### config.mk
export PLATFORM = sky130hd
export DESIGN_NAME = ifu_fetch
export DESIGN_NICKNAME = d
export VERILOG_FILES = /design/src/rtl/ifu_pkg.sv /design/src/rtl/ifu_pc_next.sv /design/src/rtl/ifu_fetch.sv
export SDC_FILE = /design/constraint.sdc
export NUM_CORES = 1
export LEC_CHECK = 0
export CAP_MARGIN = 20
export CORE_MARGIN = 2
export CORE_UTILIZATION = 25
export CTS_CLUSTER_SIZE = 28
export DETAILED_ROUTE_END_ITERATION = 7
export PLACE_DENSITY = 0.46
export SETUP_SLACK_MARGIN = 0.2
export SLEW_MARGIN = 10
export SYNTH_ARGS = -nofsm -noshare
export SYNTH_HDL_FRONTEND = slang
export SYNTH_SLANG_ARGS = --single-unit
### constraint.sdc
create_clock -name clk -period 2.8 [get_ports clk]
set_clock_uncertainty 0.1 [all_clocks]
set_input_delay 0.56 -clock clk [delete_from_list [all_inputs] [get_ports clk]]
set_output_delay 0.56 -clock clk [all_outputs]
set_load 0.02 [all_outputs]
### src/rtl/ifu_pkg.sv
// Shared definitions for the instruction fetch unit: state encoding,
// address/instruction widths and reset defaults.
package ifu_pkg;

    localparam int unsigned XLEN = 64;
    localparam int unsigned ILEN = 32;

    localparam logic [XLEN-1:0] RESET_PC_DEF = 64'h0000_0000_8000_0000;
    localparam logic [ILEN-1:0] NOP_INST_DEF = 32'h0000_0013;

    typedef enum logic [1:0] {
        ST_REQ     = 2'd0,
        ST_WAIT    = 2'd1,
        ST_DELIVER = 2'd2,
        ST_HALT    = 2'd3
    } ifu_state_e;

endpackage

### src/rtl/ifu_pc_next.sv
// Next-PC selection: sequential PC+4 or the jump target, plus a flag for
// jump targets that are not 4-byte aligned.
module ifu_pc_next
    import ifu_pkg::*;
(
    input  logic [XLEN-1:0] pc_i,
    input  logic            jump_en_i,
    input  logic [XLEN-1:0] jump_addr_i,
    output logic [XLEN-1:0] pc_next_o,
    output logic            misaligned_o
);

    // Select the successor PC; the sum wraps naturally modulo 2^64
    always_comb begin
        pc_next_o    = pc_i + 64'd4;
        misaligned_o = 1'b0;
        if (jump_en_i) begin
            pc_next_o    = jump_addr_i;
            misaligned_o = (jump_addr_i[1:0] != 2'b00);
        end else begin
            pc_next_o    = pc_i + 64'd4;
            misaligned_o = 1'b0;
        end
    end

endmodule

### src/rtl/ifu_fetch.sv
// Multi-cycle fetch unit: REQ -> WAIT -> DELIVER per instruction, advancing
// the PC on commit and stopping for good on ebreak or a misaligned jump.
module ifu_fetch
    import ifu_pkg::*;
#(
    parameter logic [XLEN-1:0] RESET_PC = RESET_PC_DEF,
    parameter logic [ILEN-1:0] NOP_INST = NOP_INST_DEF
) (
    input  logic            clk,
    input  logic            rst,
    output logic            imem_req_valid_o,
    input  logic            imem_req_ready_i,
    output logic [XLEN-1:0] imem_addr_o,
    input  logic            imem_resp_valid_i,
    input  logic [ILEN-1:0] imem_resp_data_i,
    output logic [ILEN-1:0] inst_o,
    output logic [XLEN-1:0] inst_addr_o,
    output logic            inst_valid_o,
    input  logic            inst_ready_i,
    input  logic            jump_en_i,
    input  logic [XLEN-1:0] jump_addr_i,
    input  logic            break_en_i,
    output logic            halted_o,
    output logic            fault_o,
    output logic [XLEN-1:0] inst_cnt_o
);

    ifu_state_e      state_q, state_d;
    logic [XLEN-1:0] pc_q, pc_d;
    logic [ILEN-1:0] inst_q, inst_d;
    logic [XLEN-1:0] cnt_q, cnt_d;
    logic            halted_q, halted_d;
    logic            fault_q, fault_d;

    logic [XLEN-1:0] pc_next_s;
    logic            misaligned_s;

    ifu_pc_next u_pc_next (
        .pc_i         (pc_q),
        .jump_en_i    (jump_en_i),
        .jump_addr_i  (jump_addr_i),
        .pc_next_o    (pc_next_s),
        .misaligned_o (misaligned_s)
    );

    // State register, PC, instruction register, commit counter and sticky flags
    always_ff @(posedge clk) begin
        if (rst) begin
            state_q  <= ST_REQ;
            pc_q     <= RESET_PC;
            inst_q   <= NOP_INST;
            cnt_q    <= 64'd0;
            halted_q <= 1'b0;
            fault_q  <= 1'b0;
        end else begin
            state_q  <= state_d;
            pc_q     <= pc_d;
            inst_q   <= inst_d;
            cnt_q    <= cnt_d;
            halted_q <= halted_d;
            fault_q  <= fault_d;
        end
    end

    // Next-state logic; jump/break/response inputs only matter in their own state
    always_comb begin
        state_d  = state_q;
        pc_d     = pc_q;
        inst_d   = inst_q;
        cnt_d    = cnt_q;
        halted_d = halted_q;
        fault_d  = fault_q;
        case (state_q)
            ST_REQ: begin
                if (imem_req_ready_i) begin
                    state_d = ST_WAIT;
                end else begin
                    state_d = ST_REQ;
                end
            end
            ST_WAIT: begin
                if (imem_resp_valid_i) begin
                    inst_d  = imem_resp_data_i;
                    state_d = ST_DELIVER;
                end else begin
                    state_d = ST_WAIT;
                end
            end
            ST_DELIVER: begin
                if (inst_ready_i) begin
                    cnt_d = cnt_q + 64'd1;
                    if (break_en_i) begin
                        state_d  = ST_HALT;
                        halted_d = 1'b1;
                    end else if (misaligned_s) begin
                        state_d  = ST_HALT;
                        halted_d = 1'b1;
                        fault_d  = 1'b1;
                    end else begin
                        pc_d    = pc_next_s;
                        state_d = ST_REQ;
                    end
                end else begin
                    state_d = ST_DELIVER;
                end
            end
            ST_HALT: begin
                state_d = ST_HALT;
            end
            default: begin
                state_d = ST_HALT;
            end
        endcase
    end

    // Outputs come from registered state; handshakes are held low during reset
    always_comb begin
        imem_req_valid_o = (state_q == ST_REQ) && !rst;
        inst_valid_o     = (state_q == ST_DELIVER) && !rst;
        imem_addr_o      = pc_q;
        inst_addr_o      = pc_q;
        if (inst_valid_o) begin
            inst_o = inst_q;
        end else begin
            inst_o = NOP_INST;
        end
        halted_o   = halted_q;
        fault_o    = fault_q;
        inst_cnt_o = cnt_q;
    end

endmodule
==> run_results.csv, run 1 <==
group,metric,value,unit
outcome,status,"finished clean",
sta,hold_viol,0,
route,avgRoutedWirePerCell,18.40,um
layout,nNetsFinal,1603,
flow_run,drv_cap,0,
route,viasPerCell,4.952,
global_route,grtUsageTotal,18.81,%
global_route,use_met3,4.767,%
setup_path,worstSetupEndpointType,"register",
logic_synthesis,synthCells,1193,
global_route,grt_max_degree,160,
floorplan,die_w,195.1,um
setup_path,slowest_stage,"or4_4",
floorplan,die_y,195.1,um
setup_path,cp_data_required_time,3.05,ns
sta,setup_viol,0,
global_route,antenna_found_initial,2,
pwr,finalPower,5.525,mW
layout,nFillCells,3793,
logic_synthesis,yosys-top-cells-count,"dfxtp_1 (164), nand2_1 (155), nor2_1 (107)",
floorplan,io_pins,331,
setup_path,startpoint_type,"register",
route,drt_iter0_drc,682,
route,drtPass1Iterations,5,
clocking,numCtsBuffers,17,
placed_design,placement.io_buffers,330,
logic_synthesis,synthTopCellsByArea,"dfxtp_1 (36%), nand2_1 (6.4%), buf_4 (5.3%)",
global_route,grt_pass1_wl,56.38,mm
route,route.detailed.drc,0,
clocking,clock-sinks,164,
logic_synthesis,synth-seq-cells,164,
route,wl,36.33,mm
sta,maxSlewHeadroom,41.07,%
sta,finalCritPeriodShare,88.28,%
global_route,met2_usage,29.89,%
logic_synthesis,async_reset_ff_share,0,%
clocking,ctsLongestPathBuffers,2,
logic_synthesis,synth_edf_count,0,
logic_synthesis,synth.distinct_cells,67,
setup_path,arrival,2.72,ns
setup_path,cpPeakStageDelay,0.57,ns
sta,max_freq,404.5,MHz
hold_path,holdPathEnd,"inst_q[2]",
floorplan,rows,69,
global_route,grt_use_met1,24.86,%
hold_path,hold_class,"register to register",
logic_synthesis,yosysTopAreaCell,"dfxtp_1",
hold_path,worstHoldStart,"inst_q[2]",
global_route,top_usage_layer,"met2",
sta,worst_pin_slew,0.8839,ns
clocking,cts_root_buf,"clkbuf_16",
clocking,cts_htree_levels,4,
clocking,path_clk_slew,0.07,ns
sta,slew_viol_final,0,
layout,fin_util,38.17,%
logic_synthesis,syn-num-nets,1298,
logic_synthesis,synth_ff_type,"dfxtp_1",
global_route,grt_pass1_vias,9387,
setup_path,reg2reg_slack,0.33,ns
logic_synthesis,syn_area_per_cell,7.651,um^2
floorplan,start_util,25.54,%
logic_synthesis,synth_most_common_cell,"dfxtp_1",
global_route,overflow,0,
setup_path,r2r-start,"imem_addr_o[20]",
setup_path,r2r-end,"imem_addr_o[61]",
pwr,power.density,405.0,nW/um^2
clocking,clock_latency,0.44,ns
route,ant_nets,0,
setup_path,ff2ff_path_depth,6,
setup_path,critPathMaxFanout,7,
logic_synthesis,netlist_area,9128,um^2
pwr,power_leakage,4.769,nW
floorplan,coreArea,35740,um^2
route,vias,9776,
clocking,postCtsHoldBufs,0,
logic_synthesis,seq_area_frac_synth,35.97,%
placed_design,place.gp.congestion,0.8572,
logic_synthesis,yosys_warnings,0,
logic_synthesis,netlist.area_leader.share,35.97,%
setup_path,path_cells,"nand4_2 > or4_4 > nor4_4 > nand2_2 > or4_1 > o211ai_1",
sta,period_needed,2.472,ns
clocking,cts_tree,"yes",
placed_design,dp.cells,1938,
sta,rsz0062_at_grt,"true",
pwr,peakVddDrop,0.4006,mV
hold_path,worstHoldPathCells,2,
setup_path,crit_type,"register to register",
layout,drive_above_1_share,11.12,%
placed_design,dp_hpwl,26.44,mm
floorplan,die-area,38050,um^2
layout,final_cells,1974,
layout,syn_to_final_growth,49.47,%
[worst max-delay path: cells and delay by family, from the launching register on]
| family | cells | cell delay (ns) |
|---|---|---|
| AOI/OAI and AO/OA | 1 | 0.10 |
| DFF | 1 | 0.40 |
| and+or+nand+nor | 5 | 1.79 |
[sequential cells by signal, summed over array words and instances (netlist names)]
signal / flops
fault_o: 1
halted_o: 1
imem_addr_o: 64
inst_cnt_o: 64
inst_q: 32
state_q: 2
[through the flow]
step,instance area [um^2],TNS (ns),worst slack [ns],hold slack [ns]
floorplan,9128,0,0.2619,0.3316
global placement,12970,-0.3611,-0.1081,0.3369
detailed placement,12970,-0.7496,-0.1341,0.3418
CTS,13580,0,0.1755,0.3515
global route,13640,0,0.1504,0.3665
finish,13640,0,0.3280,0.3490
[placed cells by master (no fill, tap or decap), types with 29 or more instances in the layout]
cell type and count:
nand2_1 154, nand3_1 66, a21oi_1 90, nand4_1 37, and2_1 38, o21ai_0 46, xnor2_1 29, nor2_1 105
nor3_1 34, buf_4 89, dlygate4sd2_1 29, dfxtp_1 160, clkdlybuf4s50_1 295, and3_1 34
[worst max-delay path by stage]
stage | from | to | cells after the start
2_1_floorplan | imem_addr_o[2] | imem_addr_o[58] | 8
3_3_place_gp | inst_ready_i | inst_cnt_o[60] | 7
3_5_place_dp | inst_ready_i | inst_cnt_o[60] | 7
4_1_cts | imem_addr_o[14] | imem_addr_o[35] | 5
5_1_grt | imem_addr_o[3] | imem_addr_o[24] | 8
6_report | imem_addr_o[20] | imem_addr_o[61] | 6
[layout make-up]
cell class,count,area (um^2),share of cell area (%)
Sequential cell,164,3291,24.12
Tap cell,461,576.8,4.228
Timing Repair Buffer,421,3990,29.25
Antenna cell,2,5.005,0.03668
Inverter,20,75.07,0.5503
Clock inverter,11,175.2,1.284
Clock buffer,21,460.4,3.375
Multi-Input combinational cell,874,5070,37.16
[power by group]
| part | internal [mW] | switching, mW | leakage [nW] | total, mW |
|---|---|---|---|---|
| Sequential | 2.37 | 0.0314 | 1.33 | 2.40 |
| Clock | 1.55 | 1.09 | 0.292 | 2.64 |
| Combinational | 0.247 | 0.243 | 3.15 | 0.490 |
[kinds of logic after synthesis]
group,count (synthesis),synth area share (%)
buffers and inverters,155,9.130
XOR/XNOR,50,4.798
flip-flops,164,35.97
AO/OA/AOI/OAI,241,16.19
multiplexers,9,1.014
AND/OR/NAND/NOR,572,32.63
adder cells (fa/ha/maj),2,0.2741
[routing by layer]
layer,vias to the layer above,wire (um)
li1,4819,-
met1,4593,16360
met2,319,16800
met3,43,2342
met4,2,813
met5,-,13
[what timing repair did]
| action | 4_1_cts | 5_1_grt |
|---|---|---|
| resized for setup | 30 | 16 |
| endpoints found under the setup margin | 31 | 25 |
| pin swaps | 0 | 3 |
| cloned | 0 | 0 |
| buffers inserted | 0 | 2 |
Power figures use the tool's default switching activity.
==> run 2: changes to the inputs <==
--- a/config.mk
+++ b/config.mk
@@ -7,10 +7,10 @@
 export LEC_CHECK = 0
 export CAP_MARGIN = 20
 export CORE_MARGIN = 2
-export CORE_UTILIZATION = 25
+export CORE_UTILIZATION = 30
 export CTS_CLUSTER_SIZE = 28
 export DETAILED_ROUTE_END_ITERATION = 7
-export PLACE_DENSITY = 0.46
+export PLACE_DENSITY = 0.54
 export SETUP_SLACK_MARGIN = 0.2
 export SLEW_MARGIN = 10
 export SYNTH_ARGS = -nofsm -noshare
==> run 2 against run 1 <==
Largest power group unchanged. Setup slack got worse by 0.062 ns. Routed wire length decreased by 5.2%. Via count increased by 0.76%. Sequential power about the same. Cell count decreased by 3.5%. Cell area decreased by 0.39%. Combinational power increased by 1%.
==> run_results.csv, run 2 (synthesized netlist as in run 1, its figures left out) <==
group,metric,value,unit
setup_path,startpoint_type,"register",
clocking,numCtsBuffers,17,
pwr,power_leakage,4.794,nW
layout,multi_input_area,5074,um^2
clocking,cts_htree_levels,4,
sta,setup_viol,0,
layout,nNetsFinal,1607,
layout,final_common_cell,"clkdlybuf4s50_1",
sta,max_freq,394.6,MHz
clocking,path_clk_slew,0.07,ns
flow_run,drv_cap,0,
sta,worst_pin_slew,0.7657,ns
pwr,p_clk_share,46.1,%
placed_design,dp_hpwl,24.55,mm
sta,maxSlewHeadroom,48.95,%
floorplan,die_w,178.4,um
setup_path,worstSetupEndpointType,"register",
route,avgRoutedWirePerCell,18.08,um
placed_design,place.gp.congestion,0.8759,
route,vias,9850,
sta,period_needed,2.534,ns
outcome,status,"finished clean",
global_route,antenna_found_initial,0,
sta,finalCritPeriodShare,90.50,%
setup_path,arrival,2.75,ns
pwr,p_sw,1.381,mW
pwr,finalPower,5.372,mW
pwr,pwr-share-comb,9.2,%
route,drtPass1Iterations,6,
pwr,switching_share,25.71,%
sta,slew_viol_final,0,
clocking,postCtsHoldBufs,0,
pwr,intPower,3.991,mW
setup_path,slowest_stage,"or3_1",
floorplan,die_y,178.4,um
route,ant_nets,0,
pwr,share_seq_of_total_power,44.7,%
floorplan,rows,63,
layout,antenna_cells,0,
layout,seq_area,3293,um^2
route,route.detailed.drc,0,
setup_path,critPathMaxFanout,8,
global_route,overflow,0,
setup_path,cpPeakStageDelay,0.51,ns
global_route,grt_pass1_wl,52.05,mm
clocking,ctsLongestPathBuffers,2,
floorplan,start_util,30.63,%
setup_path,path_cells,"nand3_1 > or3_1 > nor4_2 > buf_4 > nand3_1 > and3_1 > or3_1",
sta,tns,0,ns
layout,syn_to_final_growth,48.88,%
clocking,cts_root_buf,"clkbuf_16",
layout,layout_common_cells,"clkdlybuf4s50_1 (295), dfxtp_1 (158), nand2_1 (155)",
setup_path,cp_data_required_time,3.02,ns
floorplan,coreArea,29800,um^2
global_route,grt_pass1_vias,9104,
placed_design,placement.io_buffers,330,
floorplan,die-area,31840,um^2
hold_path,hold_class,"register to register",
clocking,cts_tree,"yes",
floorplan,io_pins,331,
pwr,power.density,395.3,nW/um^2
global_route,grtUsageTotal,20.92,%
layout,nFillCells,2981,
route,viasPerCell,5.171,
setup_path,crit_type,"register to register",
layout,drive_above_1_share,11.42,%
clocking,clock_latency,0.44,ns
route,wl,34.44,mm
route,drt_iter0_drc,666,
pwr,peakVddDrop,0.3018,mV
global_route,grt_max_degree,160,
sta,rsz0062_at_grt,"false",
sta,hold_viol,0,
clocking,clock-sinks,164,
-- run 2: changes by cell type in the layout (fill, tap and decap cells not counted), moves of 3 or more --
cell	before	now
buf_4	89	84
inv_6	1	6
dlygate4sd2_1	29	33
clkinvlp_4	5	1
dlymetal6s2s_1	4	0
buf_6	0	5
buf_12	3	6
-- run 2: what timing repair did --
item,in CTS,in global routing
cloned,0,1
buffers inserted,10,3
resized for setup,36,16
pin swaps,1,8
endpoints found under the setup margin,37,50
-- run 2: per-stage QoR --
step	utilization [%]	worst slack [ns]	instances	hold WS (ns)	instance area, um^2
after floorplan	-	0.2619	1193	0.3316	9128
after global placement	43.17	-0.04217	1859	0.3369	12860
after detailed placement	43.17	-0.1084	1859	0.3421	12860
after CTS	45.35	0.1489	1901	0.3519	13510
after global routing	45.61	0.1992	1905	0.3705	13590
final	45.61	0.2660	1905	0.3504	13590
-- run 2: power groups by stage --
stage,clock network [mW],registers (mW),logic (mW)
floorplan,0,2.46,0.202
global placement,0,2.45,0.482
detailed placement,0,2.46,0.482
CTS,2.53,2.40,0.489
global route,2.62,2.41,0.534
finish,2.47,2.40,0.495
-- run 2: layout make-up --
| cell class | instances | area share (%) |
|---|---|---|
| clock buffers | 18 | 3.232 |
| clock inverters | 14 | 1.188 |
| inverters | 20 | 0.5524 |
| multi-input cells | 874 | 37.34 |
| flip-flops and latches | 164 | 24.23 |
| well taps | 390 | 3.591 |
| repair buffers | 425 | 29.87 |
-- run 2: final timing paths --
path	startpoint	endpoint	slack, ns	cells past startpoint
worst max-delay path	imem_addr_o[15]	imem_addr_o[58]	0.27	7
worst min-delay path	inst_q[24]	inst_q[24]	0.35	2
worst max register to register	imem_addr_o[15]	imem_addr_o[58]	0.27	7
worst min register to register	inst_q[24]	inst_q[24]	0.35	2
-- run 2: per-layer routing --
| layer | vias to the layer above | track usage, % | wire length (um) |
|---|---|---|---|
| met5 | - | 0 | 0 |
| met1 | 4612 | 27.86 | 15260 |
| met3 | 46 | 4.561 | 2557 |
| met4 | 0 | 7.520 | 901 |
| met2 | 363 | 33.19 | 15720 |
| li1 | 4829 | - | - |
-- run 2: critical path, delay by kind of cell, from the launching register on --
kind	cells	cell delay, ns
buffers and inverters	1	0.20
AND/OR/NAND/NOR	6	1.63
flip-flops	1	0.49
==> run 3: changes to the inputs <==
--- a/config.mk
+++ b/config.mk
@@ -10,6 +10,7 @@
 export CORE_UTILIZATION = 30
 export CTS_CLUSTER_SIZE = 28
 export DETAILED_ROUTE_END_ITERATION = 7
+export GPL_TIMING_DRIVEN = 0
 export PLACE_DENSITY = 0.54
 export SETUP_SLACK_MARGIN = 0.2
 export SLEW_MARGIN = 10
==> run 3 against run 2 <==
Register-to-register slack worse by 0.02 ns. Global-route usage grew 3.1 points. First-iteration DRC count grew 17%. Cell area rose by 2.2%. Core utilization is 1.0 points higher. Non-clock buffer count increased by 66. Fmax is 0.68% lower.
==> run_results.csv, run 3 (synthesized netlist as in run 1, its figures left out) <==
group,metric,value,unit
outcome,status,"finished clean",
pwr,power.density,383.4,nW/um^2
layout,nFillCells,2984,
route,avgRoutedWirePerCell,19.82,um
clocking,cts_tree,"yes",
global_route,grt_pass1_vias,9743,
clocking,ctsLongestPathBuffers,2,
sta,maxSlewHeadroom,37.40,%
clocking,cts_root_buf,"clkbuf_16",
pwr,peakVddDrop,0.4258,mV
floorplan,die_w,178.4,um
flow_run,drv_cap,0,
layout,drive_above_1_share,14.44,%
layout,nNetsFinal,1673,
pwr,power_leakage,5.031,nW
clocking,numCtsBuffers,17,
floorplan,die-area,31840,um^2
global_route,grt_pass1_wl,57.98,mm
placed_design,dp_hpwl,29.00,mm
placed_design,post_dp_cell_area,12900,um^2
floorplan,die_y,178.4,um
setup_path,startpoint_type,"register",
global_route,antenna_found_initial,4,
clocking,cts_htree_levels,4,
clocking,clock_latency,0.44,ns
sta,worst_pin_slew,0.9356,ns
placed_design,place.gp.congestion,0.9302,
floorplan,rows,63,
floorplan,coreArea,29800,um^2
global_route,grt_max_degree,17,
placed_design,placement.io_buffers,328,
setup_path,worstSetupEndpointType,"register",
route,vias,10390,
route,drt_iter0_drc,778,
layout,seq_area,3309,um^2
placed_design,pre_cts_ws,-0.9406,ns
layout,final_common_cell,"clkdlybuf4s50_1",
route,route.detailed.drc,0,
floorplan,io_pins,331,
clocking,postCtsHoldBufs,0,
sta,fin_ws,0.2486,ns
sta,max_freq,391.9,MHz
floorplan,start_util,30.63,%
route,drtPass1Iterations,5,
sta,slew_viol_final,0,
route,wl,39.08,mm
layout,syn_to_final_growth,52.16,%
setup_path,arrival,2.82,ns
route,ant_nets,0,
sta,finalCritPeriodShare,91.12,%
setup_path,crit_type,"register to register",
global_route,overflow,0,
setup_path,cp_data_required_time,3.07,ns
layout,multi_input_area,5185,um^2
sta,setup_viol,0,
clocking,path_clk_slew,0.08,ns
global_route,grtUsageTotal,24.04,%
route,viasPerCell,5.270,
layout,layout_common_cells,"clkdlybuf4s50_1 (294), nand2_1 (153), dfxtp_1 (145)",
setup_path,critPathMaxFanout,8,
sta,period_needed,2.551,ns
layout,fin_area,13890,um^2
sta,rsz0062_at_grt,"false",
sta,hold_viol,0,
sta,tns,0,ns
pwr,finalPower,5.324,mW
clocking,clock-sinks,164,
layout,fin_util,46.61,%
hold_path,hold_class,"register to register",
-- run 3: timing repair --
item                       CTS  global route
setup endpoints to repair  141            59
setup buffers               16            12
pin swaps                    9            11
resized for setup          105            54
-- run 3: cell type report --
class                      instances  area share, %
tap                              390          3.514
clock buffer                      17          3.063
inverter                          20         0.5405
antenna                            2        0.03604
clock inverter                    13          1.018
sequential                       164          23.83
buffer                           135          6.054
timing repair buffer             356          24.61
multi-input combinational        874          37.33
-- run 3: where the power goes --
group	total (mW)	internal (mW)	switching [mW]
Sequential	2.41	2.37	0.0394
Clock	2.40	1.25	1.14
Combinational	0.521	0.251	0.270
Total	5.32	3.87	1.45
-- run 3: path summary, 6_finish.rpt --
check	endpoint	startpoint	depth (start not counted)	slack, ns
worst max-delay path	imem_addr_o[35]	imem_addr_o[8]	6	0.25
worst min-delay path	inst_q[13]	inst_q[13]	2	0.35
worst max register to register	imem_addr_o[35]	imem_addr_o[8]	6	0.25
worst min register to register	inst_q[13]	inst_q[13]	2	0.35
-- run 3: worst max-delay path: stages, from the launching register on --
cell and delay, ns:
dfxtp_1 0.43, and4_2 0.34, nand4_4 0.24, or4b_1 0.59
buf_2 0.20, or4_1 0.40, a31oi_1 0.16
-- run 3: layer usage --
metal | share of wire (%) | up-vias | global-route usage (%)
met5 | 0 | - | 0
li1 | - | 4963 | -
met2 | 46 | 461 | 38.58
met4 | 2.4 | 0 | 7.385
met1 | 43 | 4906 | 31.11
met3 | 9.1 | 58 | 6.948
-- run 3: through the flow --
step / hold WS (ns) / std cells
4_1_cts: 0.3526 / 1957
3_5_place_dp: 0.3429 / 1911
3_3_place_gp: 0.3372 / 1911
6_report: 0.3523 / 1971
5_1_grt: 0.3761 / 1971
2_1_floorplan: 0.3316 / 1193
